`config.mk`:
```
export PLATFORM = sky130hd
export DESIGN_NAME = cache_controller
export DESIGN_NICKNAME = d
export VERILOG_FILES = /design/src/rtl/cache_controller.sv
export SDC_FILE = /design/constraint.sdc
export NUM_CORES = 1
export LEC_CHECK = 0
export ABC_AREA = 1
export BUFFER_PORTS_ARGS = -buffer_cell sky130_fd_sc_hd__buf_2
export CAP_MARGIN = 20
export CORE_AREA = 3 3 40 42
export CTS_CLUSTER_DIAMETER = 100
export CTS_CLUSTER_SIZE = 20
export DETAILED_ROUTE_END_ITERATION = 12
export DIE_AREA = 0 0 43 45
export PLACE_DENSITY_LB_ADDON = 0.3
export SETUP_SLACK_MARGIN = 0.5
export SYNTH_ARGS = -nofsm -noshare
export SYNTH_HDL_FRONTEND = slang
export SYNTH_SLANG_ARGS = --single-unit
```
`constraint.sdc`:
```
create_clock -name clk -period 1.15 [get_ports clk]
set_input_delay 0.0575 -clock clk [delete_from_list [all_inputs] [get_ports clk]]
set_output_delay 0.0575 -clock clk [all_outputs]
set_load 0.05 [all_outputs]
```
`src/rtl/cache_controller.sv`:
```
// Write-through, no-write-allocate cache controller: decodes CPU loads/stores
// against the array hit flag and sequences fixed-latency main-memory accesses.
module cache_controller #(
  parameter int MEM_LATENCY = 4,
  parameter int CNT_W       = $clog2(MEM_LATENCY + 1)
) (
  input  logic clk,
  input  logic reset,
  input  logic mem_read,
  input  logic mem_write,
  input  logic hit,
  output logic refill,
  output logic update,
  output logic stall,
  output logic mem_rd_en,
  output logic mem_wr_en
);

  typedef enum logic [1:0] {IDLE, RD_MISS, REFILL, WR_MEM} state_t;

  localparam logic [CNT_W-1:0] LAST = CNT_W'(MEM_LATENCY - 1);

  state_t           state;
  logic [CNT_W-1:0] cnt;
  logic             wr_hit;
  logic             last;

  assign last = (cnt == LAST);

  // cnt holds at LAST on the final memory cycle instead of wrapping
  always_ff @(posedge clk) begin
    if (reset) begin
      state  <= IDLE;
      cnt    <= '0;
      wr_hit <= 1'b0;
    end else begin
      case (state)
        IDLE: begin
          if (mem_write) begin
            wr_hit <= hit;
            cnt    <= '0;
            state  <= WR_MEM;
          end else if (mem_read && !hit) begin
            cnt    <= '0;
            state  <= RD_MISS;
          end
        end
        RD_MISS: begin
          if (last) state <= REFILL;
          else      cnt   <= cnt + CNT_W'(1);
        end
        REFILL: state <= IDLE;
        WR_MEM: begin
          if (last) state <= IDLE;
          else      cnt   <= cnt + CNT_W'(1);
        end
        default: state <= IDLE;
      endcase
    end
  end

  // Outputs follow the live request in IDLE, so they are decoded combinationally;
  // reset masks everything so an aborted access never leaks a command.
  always_comb begin
    refill    = 1'b0;
    update    = 1'b0;
    stall     = 1'b0;
    mem_rd_en = 1'b0;
    mem_wr_en = 1'b0;
    if (!reset) begin
      case (state)
        IDLE: begin
          if (mem_write) begin
            stall = 1'b1;
          end else if (mem_read) begin
            if (hit) begin
              update = 1'b1;
              refill = 1'b1;
            end else begin
              stall = 1'b1;
            end
          end
        end
        RD_MISS: begin
          mem_rd_en = 1'b1;
          stall     = 1'b1;
        end
        REFILL: begin
          refill = 1'b1;
          stall  = 1'b1;
        end
        WR_MEM: begin
          mem_wr_en = 1'b1;
          stall     = !last;
          update    = last && wr_hit;
        end
        default: ;
      endcase
    end
  end

endmodule

```
* Yosys cells after proc, flatten, opt, wreduce, memory -nomap -nowiden
Cells that the tools add are included. W data, S select, Z words.
Word-level totals: word-level logic and storage cells 48, input port bits 5, register bits 6
Cells by class: multiplexer cells 25, add/sub/neg operators 1, reduce and logical (&&, ||, !) cells 11, equality and inequality tests 8
Operators with widths (count):
- $mux W1 | 13
- $mux W3 | 3
- $mux W2 | 4
- $pmux W2 S4 | 1
- $ne A2 B2 Y1 const B | 3
- $pmux W3 S2 | 1
- $reduce_and A3 Y1 | 2
- $eq A2 B2 Y1 const B | 2
- $pmux W1 S2 | 2
- $reduce_or A2 Y1 | 2
- $add A3 B1 Y3 const B | 1
- $eq A3 B2 Y1 const B | 1
- $ne A3 B3 Y1 const B | 1
- $pmux W1 S3 | 1
- $eq A2 B1 Y1 const B | 1
- $logic_and A1 B1 Y1 | 2
- $logic_not A1 Y1 | 2
- $logic_not A2 Y1 | 1
- $reduce_and A2 Y1 | 1
- $reduce_bool A2 Y1 | 1

* Longest topological paths before layout
Gate-level depths: netlist (run 1).
word-level depth 5, mapped depth 9

* Worst setup path before layout (run 1)
No wires, ideal clock.
kind reg-to-output, start register state[0], end output stall, data arrival time 1.690 ns, setup slack -0.598 ns, data required time 1.092 ns, cell stages (with the launch flop) 8, buffers on the path 0, cells stage by stage dfxtp_1 -> inv_1 -> ha_1 -> inv_2 -> nor2_4 -> nand2_4 -> nand2_1 -> a21oi_1
On the way: word-level cells in the longest chain between the ends 4, elaborated cells between the ends (all ways) 7
Ends and longest elaborated chain:
- from (decl) | RTL line 23 | state_t state;
- from (signal assigned) | RTL line 33 | state <= IDLE;
- from (signal assigned) | RTL line 42 | state <= WR_MEM;
- from (signal assigned) | RTL line 45 | state <= RD_MISS;
- $eq A2 B2 Y1 / $eq A2 B1 Y1 (equally long branches) | RTL line 71 | case (state)
- $reduce_or A2 Y1 (no source line)
- $pmux W1 S3 (*) | RTL line 71
- $mux W1 (*) | RTL line 70 | if (!reset) begin
- to (decl) | RTL line 14 | output logic stall,
Every way passes the cells marked *; elsewhere a longest branch is shown, timed or not.

* Worst setup path after layout (run 1)
start register state[1], end output stall
Same word-level chain as after synthesis.

==> results.cfg, run 1 <==
[floorplanning]
ios = 10
start_util_pct = 37.0
die_h_um = 45
core_sq_um = 1280
num_rows = 13
die_w_um = 43
dieArea_sq_um = 1940

[cells_and_area]
finalNetCount = 119
syn2layout_area_growth_pct = 97.6
antenna_cells = 0
layout-drive-gt1-share_pct = 67.9

[global_routing]
antenna_found_initial = 0
grt_max_degree = 7
grt_pass1_wl_um = 2370
grt_busiest_layer = met2
grt_pass1_vias = 565
overflow = 0
use_met1_pct = 18.3
use_met3_pct = 2.39
use_met2_pct = 31.4
track_usage_pct = 17.1

[outcome]
violations = setup timing
status = finished with violations

[setup_path]
worstPathRequired_ns = 1.09
end_kind = output pin
critical_path_class = flop to output pin
timing.rr.end = cnt[2]$_SDFFE_PP0P_
cp_max_fo = 3
arrival_ns = 1.45
r2r_cells = 12
r2r_slack_ns = -0.29
startpoint_type = flop
reg2reg_from = state[1]$_SDFFE_PP0P_

[clocking]
clk_path_buf_depth = 2
clock_latency_ns = 0.26
clock_sinks = 6
path_clk_slew_ns = 0.05
cts_tree = built
root_buffer = clkbuf_4
cts_made_buffers = 3
htreeDepth = 1

[route]
ant_nets = 0
drtIter0Drc = 9
vias = 564
remaining_drc_errors = 0
vias_per_cell = 4.66
wl_per_cell_um = 11.6
totalWireLength_um = 1410
first_pass_iters = 5

[timing]
min_period_over_period_pct = 131
hold_viol = 0
period_needed_ns = 1.51
finalSetupViolations = 11
fmax_ghz = 0.663
max_slew.worst_pin.slew_ns = 0.305
maxSlewViolCount = 0
tns_ns = -2.76
setup_slack_ns = -0.358
clock_skew_ns = 0.00711
relSlewSlack_pct = 79.6
timing.hold.ws_ns = 0.141
grt_setup_unrepaired = true

[synthesis]
synthTopCellsByArea = dfxtp_1, ha_1, nand2_1
synth_area_leader_cell = dfxtp_1
ys_seq_area_share_pct = 25.3
synth.most_common_cell = nand2_1
synth_nets = 82
synth_top_area_share_pct = 25.3
synth_seq_cells = 6
synth_commonest_cells = nand2_1, inv_1, nor2_1
async_flop_share_pct = 0
syn_area_per_cell_sq_um = 6.70
syn_inst = 71
yosysWarnings = 0
synth_edf_count = 0
synthFlopType = dfxtp_1
syn_area_sq_um = 475
synth_cell_types = 14

[pwr]
ir_drop_mv = 1.38
leakage_nw = 0.434
p_per_area_nw_per_um2 = 2680

[place]
hpwl_um = 962
pre_cts_ws_ns = -0.214
gp_congestion = 0.773
port_buffers = 9

[min_path]
min_path_cells = 3
min_to = state[1]$_SDFFE_PP0P_
hold_path_class = primary input to flop
hp-start = reset

[flow_run]
drv_cap = 0
==> how the worst max path moves through the flow <==
stage / startpoint / slack (ns) / endpoint
2_1_floorplan: state[1]$_SDFFE_PP0P_ / -0.16 / update
3_3_place_gp: state[0]$_SDFFE_PP0P_ / -0.18 / update
3_5_place_dp: state[1]$_SDFFE_PP0P_ / -0.21 / update
4_1_cts: state[0]$_SDFFE_PP0P_ / -0.38 / update
5_1_grt: state[0]$_SDFFE_PP0P_ / -0.43 / stall
6_report: state[1]$_SDFFE_PP0P_ / -0.36 / stall
==> logic make-up (layout without fill, tap and decap cells) <==
| kind of cell | count (synthesis) | after routing | share of synthesized area, % |
|---|---|---|---|
| AO/OA/AOI/OAI | 9 | 9 | 12.6 |
| flip-flops | 6 | 6 | 25.3 |
| adder cells (fa/ha/maj) | 6 | 6 | 15.8 |
| AND/OR/NAND/NOR | 37 | 37 | 36.1 |
| buffers and inverters | 13 | 48 | 10.3 |
==> worst max-delay path, cell delays in order, from the launching register on <==
cell and delay, ns:
dfxtp_2 0.34, inv_2 0.06, ha_4 0.16, inv_4 0.06
nor2_4 0.04, buf_4 0.13, nand2_4 0.07, nand2_4 0.05
a21oi_4 0.12, buf_6 0.17
==> metrics by stage <==
stage          std cells  total power [mW]  utilization, %  cell area, sq um
2_1_floorplan         71              1.32               -               551
3_3_place_gp         110              1.76            56.6               727
3_5_place_dp         110              1.78            56.6               727
4_1_cts              118              2.40            69.5               893
5_1_grt              121              2.71            73.1               940
6_report             121              2.52            73.1               940
==> layer usage <==
metal | up-vias | share of wire, %
met2 | 9 | 53
met4 | 0 | 2.1
met3 | 3 | 3.0
met1 | 264 | 42
met5 | - | 0
li1 | 288 | -
==> repair_timing <==
action	4_1_cts	5_1_grt
pin swaps	8	5
gates resized for setup	31	7
setup buffers	5	3
endpoints found under the setup margin	11	11
cloned	0	0
hold buffers	0	0
==> cell usage in the layout, fill, tap and decap left out <==
cell type	count
buf_4	16
buf_6	12
nand2_1	11
nor2_1	8
nand2_2	7
inv_1	6
a21oi_2	5
inv_2	4
nor2_4	4
ha_4	4
dfxtp_1	4
buf_2	4
inv_4	3
nand2_4	3
nand3_1	3
clkbuf_4	3
a21oi_4	2
dfxtp_2	2
nand3_2	1
o21ai_4	1
o21ai_1	1
ha_1	1
ha_2	1
==> where the power goes <==
| group | internal [mW] | total, mW | switching, mW |
|---|---|---|---|
| clock | 0.119 | 0.211 | 0.0920 |
| combinational | 0.979 | 1.97 | 0.986 |
| sequential | 0.296 | 0.344 | 0.0480 |
| total | 1.39 | 2.52 | 1.13 |
==> area by class of cell <==
type,count,area (sq um)
multi-input cells,52,444
fillers,95,345
inverters,13,56.3
well taps,15,18.8
clock buffers,3,22.5
repair buffers,32,275
flip-flops and latches,6,123
==> registers in the layout, summed over array words and instances, names as in the netlist <==
name / cells
cnt: 3
state: 2
wr_hit: 1
No activity file was read; power rests on OpenSTA's default activity.
==> run 2, diff against run 1 <==
- CELL_PAD_IN_SITES_DETAIL_PLACEMENT: not set -> 1
- CELL_PAD_IN_SITES_GLOBAL_PLACEMENT: not set -> 1
- CORE_AREA: 3 3 40 42 -> not set
- CORE_MARGIN: not set -> 3
- CORE_UTILIZATION: not set -> 31
- DIE_AREA: 0 0 43 45 -> not set
- HOLD_SLACK_MARGIN: not set -> 0.15
==> run 2 against run 1 <==
Effect of this change:
- the run still ends with setup timing left
- worst setup slack worse by 0.016 ns
- fmax down 1.0%
- clock skew up 0.012 ns
- hold slack better by 0.018 ns
- via count down 0.53%
- combinational power up 9%
- clock power about the same
- first-iteration DRC count up 44%
- die area up 5.4%
- design area up 2.0%
- sequential cell count unchanged
==> results.cfg, run 2 (synthesis results as in run 1) <==
[setup_path]
startpoint_type = flop
arrival_ns = 1.47
cp_top_family = buffers and inverters
critical_path_class = flop to output pin
reg2reg_from = state[1]$_SDFFE_PP0P_
cp_slowest_cell = dfxtp_2
end_kind = output pin
cp-startpoint = state[1]$_SDFFE_PP0P_
crit_chain = inv_4, ha_4, inv_4, nor2_4, buf_6, nand2_4, nand2_4, a21oi_4, buf_6
worstPathRequired_ns = 1.09
crit_buf_inv = 4
cp_max_fo = 2
cpPeakStageDelay_ns = 0.36

[global_routing]
grt_busiest_layer = met2
antenna_found_initial = 0
use_met1_pct = 25.7
use_met2_pct = 43.8
grt_max_degree = 6
grt_pass1_vias = 638
overflow = 0
track_usage_pct = 23.5
use_met3_pct = 7.97
grt_pass1_wl_um = 3220

[place]
hpwl_um = 1200
gp_congestion = 0.750
port_buffers = 9

[route]
vias_per_cell = 4.84
totalWireLength_um = 2110
ant_nets = 0
remaining_drc_errors = 0
wl_per_cell_um = 18.1
drtIter0Drc = 13
first_pass_iters = 4
vias = 561

[timing]
hold_viol = 0
period_needed_ns = 1.52
min_period_over_period_pct = 132
setup_slack_ns = -0.374
grt_setup_unrepaired = true
finalSetupViolations = 10
tns_ns = -2.83
max_slew.worst_pin.slew_ns = 0.193
relSlewSlack_pct = 87.0
clock_skew_ns = 0.0187
maxSlewViolCount = 0
fmax_ghz = 0.656

[pwr]
p_seq_share_pct = 13.2
p_per_area_nw_per_um2 = 2830
ir_drop_mv = 1.80
switching_share_pct = 48.2
clkPwrFrac_pct = 7.9
combPwrFrac_pct = 78.9
total_power_mw = 2.71
p_int_mw = 1.40
p_sw_mw = 1.31
leakage_nw = 0.434

[clocking]
root_buffer = clkbuf_4
clk_path_buf_depth = 2
clock_latency_ns = 0.26
htreeDepth = 1
cts_tree = built
clock_sinks = 6
path_clk_slew_ns = 0.06
cts_made_buffers = 3

[outcome]
violations = setup timing
status = finished with violations

[cells_and_area]
top_regs = cnt x3, state x2, wr_hit x1
finalNetCount = 114
antenna_cells = 0
largest_register_ffs = 3
final_cell_mix = buf_4, nand2_1, nor2_1, buf_6, inv_1
syn2layout_area_growth_pct = 102
layout-drive-gt1-share_pct = 66.3
top_register = cnt
mostFrequentLayoutCell = buf_4

[floorplanning]
ios = 10
die_h_um = 45.2
start_util_pct = 34.8
die_w_um = 45.2
core_sq_um = 1370
dieArea_sq_um = 2040
num_rows = 13

[min_path]
hold_path_class = primary input to flop
hp-start = mem_write

[flow_run]
drv_cap = 0
[run 2: cell count changes in the layout (fill, tap and decap cells not counted), moves of 2 or more]
cell and change:
buf_8 +3, buf_4 -6, buf_6 -4, nand2_4 +2, inv_2 -2, nand2_1 -2
buf_12 +2
[run 2: final cells by class]
| type | count | area, sq um |
|---|---|---|
| clock buffers | 3 | 22.5 |
| fillers | 149 | 408 |
| inverters | 13 | 58.8 |
| multi-input cells | 52 | 464 |
| flip-flops and latches | 6 | 124 |
| well taps | 15 | 18.8 |
| repair buffers | 27 | 270 |
[run 2: per-layer routing]
layer  vias up  share of wire [%]
li1        283                  -
met4         0                1.0
met2        11                 53
met3         2                3.1
met1       265                 43
met5         -                  0
[run 2: final timing paths]
check                                              to  slack, ns  cells after the start
worst max-delay path                            stall      -0.37                      9
worst min-delay path              wr_hit$_SDFFE_PP0P_       0.16                      3
worst max register to register  state[1]$_SDFFE_PP0P_      -0.33                     11
worst min register to register    wr_hit$_SDFFE_PP0P_       0.52                      2
[run 2: power by group through the flow]
stage	registers, mW	clock network, mW	logic, mW
after floorplan	0.350	0	0.965
after global placement	0.336	0	1.39
after detailed placement	0.344	0	1.42
after CTS	0.339	0.216	1.84
after global routing	0.361	0.230	2.28
final	0.359	0.213	2.14
[run 2: timing repair]
action	4_1_cts	5_1_grt
endpoints found under the setup margin	11	11
pin swaps	8	7
gates cloned	0	0
endpoints found under the hold margin	1	0
resized for setup	28	16
setup buffers	7	0
[run 2: stage by stage]
stage,instances,cell area [sq um],hold WS (ns),setup slack [ns],util [%]
after floorplan,71,551,0.113,-0.156,-
after global placement,106,709,0.370,-0.224,51.9
after detailed placement,106,709,0.371,-0.275,51.9
after CTS,116,898,0.114,-0.375,65.8
after global routing,116,958,0.178,-0.424,70.1
final,116,958,0.159,-0.374,70.1
[run 2: worst register-to-register path, delay by kind of cell (launching register included)]
| kind | cells | cell delay (ns) |
|---|---|---|
| buffers and inverters | 5 | 0.50 |
| DFF | 1 | 0.33 |
| and+or+nand+nor | 4 | 0.30 |
| adders and majority gates | 1 | 0.15 |
| AOI/OAI and AO/OA | 1 | 0.15 |
==> run 3, diff against run 2 <==
--- a/config.mk
+++ b/config.mk
@@ -17,2 +17,3 @@
 export DETAILED_ROUTE_END_ITERATION = 12
+export GPL_ROUTABILITY_DRIVEN = 0
 export HOLD_SLACK_MARGIN = 0.15
--- a/constraint.sdc
+++ b/constraint.sdc
@@ -3,2 +3,2 @@
 set_output_delay 0.0575 -clock clk [all_outputs]
-set_load 0.05 [all_outputs]
+set_load 0.01 [all_outputs]
==> run 3 against run 2 <==
Effect of this change:
- the run still ends with setup timing left
- clock skew is 0.015 ns lower
- first-iteration DRC count is 38% lower
- fmax is 2.3% higher
- die area stayed put
- sequential power is 2% higher
- non-clock buffer count is 1 higher
- final cell count is 0.86% higher
- sequential share of layout area is 2.3 points higher
- combinational power is 22% lower
- register-to-register slack better by 0.10 ns
- highest routed layer unchanged
==> results.cfg, run 3 (synthesis results as in run 1) <==
[pwr]
leakage_nw = 0.400
p_seq_share_pct = 16.3
p_sw_mw = 1.01
combPwrFrac_pct = 74.0
switching_share_pct = 44.8
total_power_mw = 2.25
p_per_area_nw_per_um2 = 2750
ir_drop_mv = 1.45
p_int_mw = 1.24
clkPwrFrac_pct = 9.7

[cells_and_area]
top_register = cnt
layout-drive-gt1-share_pct = 62.7
layout.cells.non_filler = 117
post-route-util_pct = 60.0
antenna_cells = 0
final_cell_mix = buf_4, nand2_1, inv_1, buf_2, nor2_1
top_regs = cnt x3, state x2, wr_hit x1
largest_register_ffs = 3
finalNetCount = 115
syn2layout_area_growth_pct = 72.4
mostFrequentLayoutCell = buf_4

[timing]
finalSetupViolations = 11
setup_slack_ns = -0.339
clock_skew_ns = 0.00365
max_slew.worst_pin.slew_ns = 0.225
fmax_ghz = 0.672
relSlewSlack_pct = 85.0
tns_ns = -2.46
min_period_over_period_pct = 129
period_needed_ns = 1.49
grt_setup_unrepaired = true
maxSlewViolCount = 0
hold_viol = 0

[place]
place_inst = 104
port_buffers = 9
hpwl_um = 1180

[setup_path]
end_kind = output pin
cp_max_fo = 3
startpoint_type = flop
critical_path_class = flop to output pin
crit_chain = inv_2, ha_4, inv_4, nor2_4, nand3_2, buf_4, a21oi_2, buf_2
cp_slowest_cell = dfxtp_2
arrival_ns = 1.43
cp_top_family = buffers and inverters
crit_buf_inv = 4
worstPathRequired_ns = 1.09
cpPeakStageDelay_ns = 0.33

[route]
vias = 564
ant_nets = 0
vias_per_cell = 4.82
totalWireLength_um = 1870
wl_per_cell_um = 16.0
drtIter0Drc = 8
remaining_drc_errors = 0
first_pass_iters = 4

[global_routing]
grt_pass1_wl_um = 2970
overflow = 0
track_usage_pct = 21.4
antenna_found_initial = 0
grt_pass1_vias = 648
grt_max_degree = 7

[floorplanning]
die_h_um = 45.2
ios = 10
die_w_um = 45.2
start_util_pct = 34.8
core_sq_um = 1370
dieArea_sq_um = 2040
num_rows = 13

[outcome]
violations = setup timing
status = finished with violations

[clocking]
clk_path_buf_depth = 2
cts_tree = built
path_clk_slew_ns = 0.05
htreeDepth = 1
cts_made_buffers = 3
clock_latency_ns = 0.26
clock_sinks = 6
root_buffer = clkbuf_4

[flow_run]
drv_cap = 0

[min_path]
hold_path_class = primary input to flop
-- run 3: cell count changes in the layout (fill, tap and decap cells not counted), sizes merged --
cell	previous run	this run
buf	27	28
-- run 3: area by class of cell --
class | count | area, sq um
timing repair buffer | 28 | 203
sequential | 6 | 125
tap | 15 | 18.8
inverter | 13 | 53.8
clock buffer | 3 | 22.5
multi-input combinational | 52 | 397
fill | 172 | 547
-- run 3: layer usage --
metal / vias up / global-route usage, % / share of wire [%]
met3: 6 / 4.38 / 3.4
met1: 263 / 23.3 / 38
met5: - / 0 / 0
li1: 281 / - / -
met2: 14 / 38.7 / 56
met4: 0 / 10.5 / 2.2
-- run 3: power groups by stage --
stage / Sequential [mW] / Combinational [mW] / Clock [mW]
3_3_place_gp: 0.366 / 1.17 / 0
2_1_floorplan: 0.368 / 0.803 / 0
5_1_grt: 0.378 / 1.81 / 0.243
3_5_place_dp: 0.373 / 1.23 / 0
6_report: 0.367 / 1.67 / 0.220
4_1_cts: 0.363 / 1.54 / 0.226
-- run 3: per-stage QoR --
stage | area [sq um] | setup slack (ns) | hold WS (ns)
final | 820 | -0.339 | 0.0591
after global routing | 820 | -0.454 | 0.0772
after CTS | 795 | -0.324 | 0.0419
after detailed placement | 679 | -0.125 | 0.313
after global placement | 679 | -0.0482 | 0.314
after floorplan | 548 | 0.0432 | 0.113
-- run 3: worst paths after layout --
| path | slack [ns] | startpoint | end | cells past startpoint |
|---|---|---|---|---|
| worst max-delay path | -0.34 | state[1]$_SDFFE_PP0P_ | refill | 8 |
| worst min-delay path | 0.06 | reset | wr_hit$_SDFFE_PP0P_ | 2 |
| worst max register to register | -0.23 | state[1]$_SDFFE_PP0P_ | state[1]$_SDFFE_PP0P_ | 8 |
| worst min register to register | 0.48 | wr_hit$_SDFFE_PP0P_ | wr_hit$_SDFFE_PP0P_ | 2 |
-- run 3: what timing repair did --
| item | 4_1_cts | 5_1_grt |
|---|---|---|
| setup endpoints to repair | 11 | 11 |
| resized for setup | 10 | 3 |
| setup buffers | 8 | 2 |
| endpoints found under the hold margin | 2 | 2 |
| pin swaps | 6 | 7 |
